File: config.mk
export PLATFORM = sky130hd
export DESIGN_NAME = alu_sequencer
export DESIGN_NICKNAME = d
export VERILOG_FILES = /design/src/rtl/alu_sequencer.sv
export SDC_FILE = /design/constraint.sdc
export NUM_CORES = 1
export LEC_CHECK = 0
export ABC_AREA = 1
export ABC_CLOCK_PERIOD_IN_PS = 1300
export BUFFER_PORTS_ARGS = -buffer_cell sky130_fd_sc_hd__buf_2
export CELL_PAD_IN_SITES_DETAIL_PLACEMENT = 1
export CELL_PAD_IN_SITES_GLOBAL_PLACEMENT = 1
export CORE_MARGIN = 4
export CORE_UTILIZATION = 29
export CTS_CLUSTER_DIAMETER = 40
export CTS_CLUSTER_SIZE = 8
export DETAILED_ROUTE_END_ITERATION = 6
export GPL_ROUTABILITY_DRIVEN = 0
export PLACE_DENSITY_LB_ADDON = 0.1
export RECOVER_POWER = 25
export SYNTH_ARGS = -nofsm -noshare
export SYNTH_HDL_FRONTEND = slang
export SYNTH_SLANG_ARGS = --single-unit
export TNS_END_PERCENT = 5
File: constraint.sdc
create_clock -name clk -period 1.3 [get_ports clk]
set_input_delay 0.325 -clock clk [delete_from_list [all_inputs] [get_ports clk]]
set_output_delay 0.325 -clock clk [all_outputs]
set_load 0.005 [all_outputs]
File: src/rtl/alu_sequencer.sv
// alu_sequencer: RV32I execute-stage sequencer driving an external combinational ALU
module alu_sequencer (
  input  logic        clk,
  input  logic        rst_n,
  input  logic        in_valid,
  output logic        in_ready,
  input  logic [2:0]  op_class,
  input  logic [2:0]  funct3,
  input  logic        funct7_5,
  input  logic [31:0] rs1_val,
  input  logic [31:0] rs2_val,
  input  logic [31:0] imm,
  input  logic [31:0] pc,
  output logic [31:0] alu_a,
  output logic [31:0] alu_b,
  output logic [3:0]  alu_sel,
  input  logic [31:0] alu_y,
  input  logic        alu_zero,
  output logic        out_valid,
  input  logic        out_ready,
  output logic [31:0] result,
  output logic        branch_taken,
  output logic        illegal
);
  typedef enum logic [1:0] {IDLE, EXEC, RESP} state_t;
  state_t state, nstate;
  logic [31:0] na, nb;
  logic [3:0] ns;
  logic nbr, nill, br, ill;
  logic [2:0] bf3;
  assign in_ready = state == IDLE;
  assign out_valid = state == RESP;
  // state register
  always_ff @(posedge clk)
    if (!rst_n) state <= IDLE;
    else state <= nstate;
  // next-state: accept in IDLE, one execute cycle, hold response until taken
  always_comb begin
    nstate = state;
    case (state)
      IDLE: nstate = in_valid ? EXEC : IDLE;
      EXEC: nstate = RESP;
      RESP: nstate = out_ready ? IDLE : RESP;
      default: nstate = IDLE;
    endcase
  end
  // decode instruction fields into ALU operands/select; illegal forms zero everything
  always_comb begin
    na = rs1_val;
    nb = imm;
    ns = 4'b0000;
    nbr = 1'b0;
    nill = 1'b0;
    case (op_class)
      3'd0: begin nb = rs2_val; ns = {funct3, funct7_5}; end
      3'd1: ns = {funct3, funct3 == 3'b101 ? funct7_5 : 1'b0};
      3'd2: begin
        nb = rs2_val;
        nbr = 1'b1;
        ns = funct3[2] ? {2'b01, funct3[1], 1'b0} : 4'b0001;
        nill = funct3[2:1] == 2'b01;
      end
      3'd4: na = pc;
      3'd5: na = '0;
      3'd6, 3'd7: nill = 1'b1;
      default: ;
    endcase
    if (nill) begin
      na = '0;
      nb = '0;
      ns = '0;
      nbr = 1'b0;
    end
  end
  // operands latch at accept; results capture at the end of the execute cycle
  always_ff @(posedge clk)
    if (!rst_n) begin
      alu_a <= '0;
      alu_b <= '0;
      alu_sel <= '0;
      br <= 1'b0;
      bf3 <= '0;
      ill <= 1'b0;
      result <= '0;
      branch_taken <= 1'b0;
      illegal <= 1'b0;
    end else begin
      if (state == IDLE && in_valid) begin
        alu_a <= na;
        alu_b <= nb;
        alu_sel <= ns;
        br <= nbr;
        bf3 <= funct3;
        ill <= nill;
      end
      if (state == EXEC) begin
        result <= ill ? '0 : alu_y;
        branch_taken <= br & ((bf3[2] ? alu_y[0] : alu_zero) ^ bf3[0]);
        illegal <= ill;
      end
    end
endmodule

==> results of run 1 <==
metal layers:
| metal | up-vias | GRT usage, % | wire [µm] |
|---|---|---|---|
| li1 | 2734 | - | - |
| met3 | 29 | 5.22 | 1300 |
| met1 | 2568 | 20.2 | 7040 |
| met5 | - | 0 | 32 |
| met2 | 160 | 35.1 | 9270 |
| met4 | 6 | 5.43 | 344 |
through the flow:
step | setup slack (ns) | hold slack, ns
after global routing | -0.0656 | 0.204
after detailed placement | -0.117 | 0.454
final | -0.0113 | 0.213
after global placement | -0.0436 | 0.448
after CTS | -0.0292 | 0.200
after floorplan | 0.0732 | 0.432
path summary, 6_finish.rpt:
path / start / to / cells after the start
worst max-delay path: state[0]$_SDFF_PN0_ / out_valid / 3
worst min-delay path: alu_y[16] / result[16]$_SDFFE_PN0N_ / 3
worst min register to register: alu_a[13]$_SDFFE_PN0P_ / alu_a[13]$_SDFFE_PN0P_ / 2
worst max register to register: state[0]$_SDFF_PN0_ / result[27]$_SDFFE_PN0N_ / 6
kinds of logic after synthesis:
kind of cell | after synthesis | share of synthesized area (%)
AND/OR/NAND/NOR | 398 | 34.9
AO/OA/AOI/OAI | 111 | 13.3
flip-flops | 108 | 45.2
buffers and inverters | 67 | 6.64
cell type report:
cell class / count / share of cell area, %
Multi-Input combinational cell: 509 / 34.0
Clock buffer: 9 / 3.29
Timing Repair Buffer: 302 / 25.5
Clock inverter: 7 / 0.840
Sequential cell: 108 / 31.6
Tap cell: 216 / 3.94
Inverter: 16 / 0.931
critical path: stages (launching register included):
cell	delay [ns]
dfxtp_2	0.33
buf_6	0.12
nor2_4	0.09
buf_6	0.11
cells in the final DEF, fill, tap and decap left out, drive strengths merged:
cell      count
nand2       283
buf         271
dfxtp       108
a21oi        75
nand3        69
nor2         44
clkbuf       40
a22oi        32
inv          19
o21ai         4
clkinv        3
or2           1
nor3          1
clkinvlp      1
sequential cells by signal, indices dropped and copies added (netlist names):
register,count
alu_sel,4
alu_a,32
state,2
branch_taken,1
alu_b,32
bf3,2
result,32
ill,1
br,1
illegal,1
power groups by stage:
stage               logic, mW  registers [mW]  clock network, mW
global route             1.64            3.60               2.90
floorplan               0.696            3.65                  0
CTS                      1.50            3.57               2.77
global placement         1.44            3.64                  0
finish                   1.46            3.57               2.66
detailed placement       1.48            3.65                  0
timing repair:
| item | 4_1_cts | 5_1_grt |
|---|---|---|
| pin swaps | 1 | 0 |
| hold endpoints to repair | 0 | 0 |
| endpoints found under the setup margin | 2 | 69 |
| gates resized for setup | 7 | 5 |
==> metrics, run 1 <==
Tightest Pin Transition 0.325 ns; DR pass1 iterations 4; Finished Core Util 42.7%; area leader, netlist dfxtp_1; total grt overflow 0; worst ir drop on vdd approximately 590 µV; Wirelength per Cell ~15 µm; R2R Setup Slk roughly 0.11 ns; Period minus WS final 1.31 ns; yosys warns 0; H-tree lvl count 3; P per Cell Area 1120 nW/µm²; final worst setup slack -0.0113 ns; multi-input logic area 2330 µm²; Post-Syn Instances about 680; failing checks negative setup slack; final instance area 6850 µm²; synthesized area per cell between 7 and 8 µm²; placed cell count around 1.2k; number of fillers in the final layout 2,108; Max Freq around 0.76 GHz; P_sw 2.21 mW; Max-Cap Viols 0; Synth top cells by count nand2_1 (281), dfxtp_1 (108), a21oi_1 (75); Lkg Pwr roughly 3.4 nW; # Post-CTS Setup Buffers 0; vias in the first global route just under 6k; number of antenna repair diodes 0; Port Buffers ~280; hold buffers post-CTS 0; total power 7.69 mW; RSZ-0062 raised after global routing true; fin cells between 1k and 1.5k; crit path max fanout 3; area growth from synthesis to layout 43.1%; Detail Placement HPWL about 14 mm; GR Util All Layers 18.7%; Post-Syn Area roughly 4800 µm²; WP data required 0.98 ns; sequential power share 46.4%; EDFF count, synth 0; Main synth FF type dfxtp_1; Initial Util 29.8%; period utilization 101%; crit path launch type flip-flop; final wirelength about 18 mm; Final TNS setup -0.0113 ns; Yosys reg bits 108; Die Span Y roughly 140 µm; die width roughly 140 µm; switching share of total power 28.7%; top cells by area, synth dfxtp_1 (45%), nand2_1 (22%), a21oi_1 (7.8%); largest net degree at the start of global routing 71; CP Capture Type primary output; Initial DRC Count about 200; Finish-stage setup viols 1; type of the worst setup path flip-flop to primary output; core area between 15,000 and 20,000 µm²; internal power between 5 and 6 mW; clock group share of total power approximately a third; DR vias around 5.5k; Slew Viols, Final 0; clock sink count approximately 110; asr flop ratio synth 0%; clk root buf clkbuf_16; Slew Limit Headroom 78.3%; clk_lat worst skew 0.35 ns; skew final 0.0118 ns; sequential area share after synthesis a little under half; most instantiated library cell after synthesis nand2_1; Comb power frac between 10% and 20%; total I/O pin count 276; Synth top area share 45.2%; CTS tree done; placed inst area approximately 6600 µm²; site row count 46; Via-to-Cell Ratio 4.71; Detail Route Antenna Nets 0; clock-pin slew on the worst setup and hold paths 0.08 ns; Final #Nets ~1.1k; worst min path class input port to flip-flop; DRC violations left 0; clock buffer depth 2; Final Hold Vio Count 0; global-route wire length before repair around 28 mm; Die ar. 18,600 µm²; clock buffer count from CTS 9; post-synth cell types 20; sequential cell area roughly 2200 µm²; Worst Path Arrival 0.99 ns; initial antenna violation count 3; Syn Nets ~860; status complete, but fails checks; layout cells sized above 1 33.0%
No activity file was read; power rests on OpenSTA's default activity.
==> run 2: changes to the inputs <==
- BUFFER_PORTS_ARGS: -buffer_cell sky130_fd_sc_hd__buf_2 -> -buffer_cell sky130_fd_sc_hd__buf_4
- CORE_ASPECT_RATIO: default -> 1.25
- PLACE_DENSITY: default -> 0.81
- PLACE_DENSITY_LB_ADDON: 0.1 -> default
==> metrics, run 2 (synthesis results as in run 1) <==
Hold Crit Start alu_y[24]; global-route wire length before repair 28.0 mm; clock-pin slew on the worst setup and hold paths roughly 0.08 ns; Detail Placement HPWL between 10 and 15 mm; R2R Path End result[28]$_SDFFE_PN0N_; clock buffer depth 2; final instance area around 7600 µm²; Slew Limit Headroom 81.3%; status complete, but fails checks; Via-to-Cell Ratio 4.68; R2R depth 6; clock group share of total power 35.2%; skew final slightly below 0.01 ns; worst min path class input port to flip-flop; Comb power frac 21.0%; RSZ-0062 raised after global routing true; Die Span Y about 150 µm; P_sw 2.25 mW; Initial DRC Count between 200 and 250; switching share of total power 27.6%; vias in the first global route around 5.5k; Period minus WS final 1.33 ns; P per Cell Area around 1100 nW/µm²; Max Freq 0.750 GHz; layout cells sized above 1 roughly 34%; number of antenna repair diodes 0; WP data required between 0.9 and 1 ns; hold endpoint result[24]$_SDFFE_PN0N_; R2R Setup Slk approximately 0.03 ns; most frequent cells in the layout nand2_1 (280), buf_4 (241), dfxtp_1 (106), a21oi_1 (75), nand3_1 (59); fin cells approximately 1.2k; FF-to-FF Start state[0]$_SDFF_PN0_; DR pass1 iterations 4; DR vias between 5k and 6k; GR Util All Layers 18.9%; period utilization 103%; Worst Path Arrival between 1 and 1.5 ns; CP Capture Type primary output; DRC violations left 0; CTS tree done; total power ~8 mW; placed inst area around 7300 µm²; Detail Route Antenna Nets 0; Final Hold Vio Count 0; core area around 16,000 µm²; most common cell after layout, fill and taps aside nand2_1; clk root buf clkbuf_16; Finished Core Util between 40% and 50%; worst ir drop on vdd 658 µV; largest net degree at the start of global routing 60; clk_lat worst skew 0.35 ns; Slew Viols, Final 0; Max-Cap Viols 0; Wirelength per Cell ~16 µm; Die ar. around 19,000 µm²; Final #Nets ~1.1k; Tightest Pin Transition roughly 0.28 ns; placed cell count 1,152; # Post-CTS Setup Buffers 0; failing checks negative setup slack; biggest regs alu_a (32), alu_b (32), result (32); total I/O pin count 276; initial antenna violation count 0; H-tree lvl count 3; internal power between 5 and 6 mW; clock buffer count from CTS 9; area growth from synthesis to layout 58.6%; final wirelength between 15 and 20 mm; clock sink count roughly 110; crit path max fanout 3; Lkg Pwr 3.58 nW; hold buffers post-CTS 0; final worst setup slack -0.0332 ns; sequential power share around 44%; total grt overflow 0; Port Buffers roughly 280; Initial Util 29.6%; Finish-stage setup viols 1; Hold WS 0.210 ns; site row count 52; crit path launch type flip-flop; type of the worst setup path flip-flop to primary output; die width between 100 and 150 µm; hold depth 3
run 2: cell count changes in the layout (fill, tap and decap cells not counted), moves of 3 or more:
cell,change
buf_2,-243
buf_4,+231
clkbuf_4,+22
clkbuf_1,-12
buf_12,+3
run 2: critical path: stages (launching register included):
cell     delay (ns)
dfxtp_2        0.34
buf_6          0.12
nor2_4         0.09
buf_6          0.11
run 2: what timing repair did:
action                                  CTS  global route
gates cloned                              0             1
pin swaps                                 2             0
resized for setup                         9             3
endpoints found under the setup margin    3            43
run 2: per-stage QoR:
stage / worst slack (ns) / setup TNS (ns)
after global placement: -0.0653 / -2.62
after CTS: -0.0396 / -0.0396
after floorplan: 0.0732 / 0
after global routing: -0.0913 / -1.49
final: -0.0332 / -0.0332
after detailed placement: -0.0921 / -3.49
run 2: power groups by stage:
stage / logic, mW / clock network, mW / registers (mW)
floorplan: 0.696 / 0 / 3.65
global placement: 1.72 / 0 / 3.64
detailed placement: 1.74 / 0 / 3.65
CTS: 1.75 / 2.97 / 3.58
global route: 1.89 / 3.11 / 3.60
finish: 1.71 / 2.87 / 3.57
run 2: cell type report:
class | instances | area (µm²)
Timing Repair Buffer | 303 | 2450
Sequential cell | 108 | 2160
Inverter | 16 | 63.8
Clock buffer | 9 | 225
Fill cell | 2036 | 8610
Tap cell | 216 | 270
Clock inverter | 7 | 83.8
Multi-Input combinational cell | 509 | 2330
run 2: worst max path at each step:
stage | cells after the start | from | endpoint
final | 3 | state[0]$_SDFF_PN0_ | out_valid
after global routing | 3 | state[0]$_SDFF_PN0_ | out_valid
after CTS | 3 | state[0]$_SDFF_PN0_ | out_valid
after detailed placement | 9 | op_class[1] | alu_a[18]$_SDFFE_PN0P_
after global placement | 8 | op_class[2] | alu_sel[0]$_SDFFE_PN0P_
after floorplan | 8 | op_class[2] | alu_b[10]$_SDFFE_PN0P_
run 2: metal layers:
metal	vias to the layer above	track usage, %	part of all wire, %
li1	2739	-	-
met1	2525	21.3	39
met2	175	34.0	51
met3	25	5.24	7.4
met4	0	6.61	2.3
met5	-	0	0
==> run 3: changes to the inputs <==
- ABC_AREA: 1 -> 0
- CORE_UTILIZATION: 29 -> 31
- PLACE_DENSITY: 0.81 -> 0.82
==> metrics, run 3 <==
Initial Util between 30% and 40%; Syn Nets roughly 700; most common cell after layout, fill and taps aside buf_4; asr flop ratio synth 0%; number of antenna repair diodes 0; Slew Viols, Final 0; Tightest Pin Transition around 0.26 ns; WP data required about 1.5 ns; largest net degree at the start of global routing just over 40; Period minus WS final 1.39 ns; failing checks negative setup slack; Worst path depth 5; Finished Core Util 52.0%; type of the worst setup path flip-flop to flip-flop; top cells by area, synth dfxtp_1 (46%), nor3b_1 (10%), mux2i_1 (7.2%); Lkg Pwr 3.34 nW; CP Buf/Inv Count 1; layout cells sized above 1 ~48%; site row count 50; final wirelength between 15 and 20 mm; P per Cell Area 1050 nW/µm²; Max-Cap Viols 0; Main synth FF type dfxtp_1; clk_lat worst skew about 0.34 ns; die width between 100 and 150 µm; Die ar. 17,300 µm²; RSZ-0062 raised after global routing true; clock sink count around 110; clk root buf clkbuf_16; multi-input logic area between 2000 and 3000 µm²; sequential cell area 2160 µm²; delay-heaviest family, CP simple AND/OR/NAND/NOR gates; CP max stage cell or3b_4; final worst setup slack -0.0920 ns; vias in the first global route about 5.3k; R2R Setup Slk -0.09 ns; hold depth 3; CTS tree done; R2R Path End alu_a[2]$_SDFFE_PN0P_; core area about 15,000 µm²; Final Hold Vio Count 0; DRC violations left 0; hold buffers post-CTS 0; CP Capture Type flip-flop; Wirelength per Cell between 15 and 20 µm; Die Span Y about 150 µm; Synth top cells by count dfxtp_1 (108), nand2_1 (67), a21oi_1 (65), nor3b_1 (65), o21ai_1 (59); post-synth cell types 34; crit path max fanout 38; EDFF count, synth 0; area growth from synthesis to layout 64.8%; global-route wire length before repair roughly 26 mm; Max stage delay on crit path around 0.42 ns; Via-to-Cell Ratio 4.86; Worst Path Arrival between 1.5 and 2 ns; worst min path class input port to flip-flop; H-tree lvl count 3; status complete, but fails checks; crit path launch type flip-flop; Max Freq roughly 0.72 GHz; worst ir drop on vdd 561 µV; Finish-stage setup viols 74; hold endpoint alu_a[15]$_SDFFE_PN0P_; initial antenna violation count 0; Detail Placement HPWL between 10 and 15 mm; Post-Syn Area roughly 4700 µm²; FF-to-FF Start state[0]$_SDFF_PN0_; Hold Crit Start rs1_val[15]; clock buffer count from CTS 9; DR pass1 iterations 4; number of fillers in the final layout 1,739; most frequent cells in the layout buf_4 (291), dfxtp_1 (106), nand2_1 (66), o21ai_1 (58), a21oi_1 (54); Detail Route Antenna Nets 0; worst slack, placed -0.220 ns; sequential area share after synthesis 45.8%; period utilization 107%; biggest regs alu_a (32), alu_b (32), result (32); GR Util All Layers 18.4%; skew final 0.00795 ns; DR vias 4,828; Synth top area share a little under half; Slew Limit Headroom between 80% and 90%; Initial DRC Count 177; most instantiated library cell after synthesis dfxtp_1; R2R depth 5; synthesized area per cell 8.88 µm²; Yosys reg bits 108; area leader, netlist dfxtp_1; clock-pin slew on the worst setup and hold paths about 0.07 ns; yosys warns 0; Port Buffers between 200 and 300; total grt overflow 0; Post-Syn Instances between 500 and 600; crit-path cells or3b_4 > and2_4 > buf_12 > nand2_1 > o21ai_1; Final #Nets a little under 1k; total I/O pin count about 280; clock buffer depth 2
run 3: cell types whose count changed in the layout (fill, tap and decap cells not counted), sizes merged, moves of 3 or more:
cell    before  now
a21oi       75   65
buf        261  306
clkbuf      51   13
a21boi       0    5
and2         0    3
nand2      283   76
nor2b        0   38
o21ai        4   70
a22oi       32    2
nand3       69    1
mux2i        0   34
nor3b        0   66
nor2        44    3
inv         17    4
run 3: layer usage:
metal	vias up	GRT usage [%]	share of wire, %
met2	180	34.8	54
met1	2257	19.2	36
li1	2374	-	-
met4	0	4.40	1.5
met3	17	6.80	7.8
met5	-	0	0
run 3: worst max-delay path by stage:
stage	to	from
after floorplan	alu_b[0]$_SDFFE_PN0P_	state[0]$_SDFF_PN0_
after global placement	alu_a[17]$_SDFFE_PN0P_	in_valid
after detailed placement	alu_a[17]$_SDFFE_PN0P_	in_valid
after CTS	out_valid	state[1]$_SDFF_PN0_
after global routing	out_valid	state[1]$_SDFF_PN0_
final	alu_a[2]$_SDFFE_PN0P_	state[0]$_SDFF_PN0_
run 3: where the power goes:
group	switching [mW]	internal [mW]	leakage [nW]	total (mW)
clock	1.20	1.69	0.149	2.89
sequential	0.107	3.49	0.882	3.60
combinational	0.688	0.956	2.31	1.64
total	1.99	6.14	3.34	8.13
run 3: worst reg2reg max path, delay by kind of cell, from the launching register on:
family / cells / cell delay [ns]
and+or+nand+nor: 3 / 0.73
DFF: 1 / 0.33
buffers and inverters: 1 / 0.17
AOI/OAI and AO/OA: 1 / 0.06
run 3: what timing repair did:
| action | CTS | global route |
|---|---|---|
| resized for setup | 30 | 28 |
| pin swaps | 0 | 7 |
| buffers inserted | 0 | 1 |
| cloned | 0 | 3 |
| setup endpoints to repair | 100 | 101 |
run 3: cell type report:
cell class	instances	area share [%]
Multi-Input combinational cell	376	32.7
Timing Repair Buffer	309	32.4
Sequential cell	108	27.8
Clock buffer	10	2.94
Tap cell	182	2.93
Clock inverter	5	1.09
Inverter	3	0.145
run 3: cell families (layout without fill, tap and decap cells):
group           count (synthesis)  count (layout)  synth area share, %
compound gates                143             143                 16.2
xor+xnor                        1               1                0.186
buf+inv                        47             327                 5.65
flops                         108             108                 45.8
mux                            34              34                 7.21
simple gates                  198             198                 24.9
run 3: per-stage QoR:
step / hold WS [ns] / cell area [µm²] / power (mW) / std cells / setup TNS (ns)
after CTS: 0.227 / 7560 / 8.15 / 989 / -5.15
after global routing: 0.232 / 7770 / 8.57 / 993 / -9.12
after detailed placement: 0.446 / 7120 / 5.21 / 974 / -11.34
after floorplan: 0.431 / 4730 / 4.29 / 531 / -0.979
after global placement: 0.435 / 7120 / 5.14 / 974 / -7.91
final: 0.243 / 7770 / 8.13 / 993 / -3.50
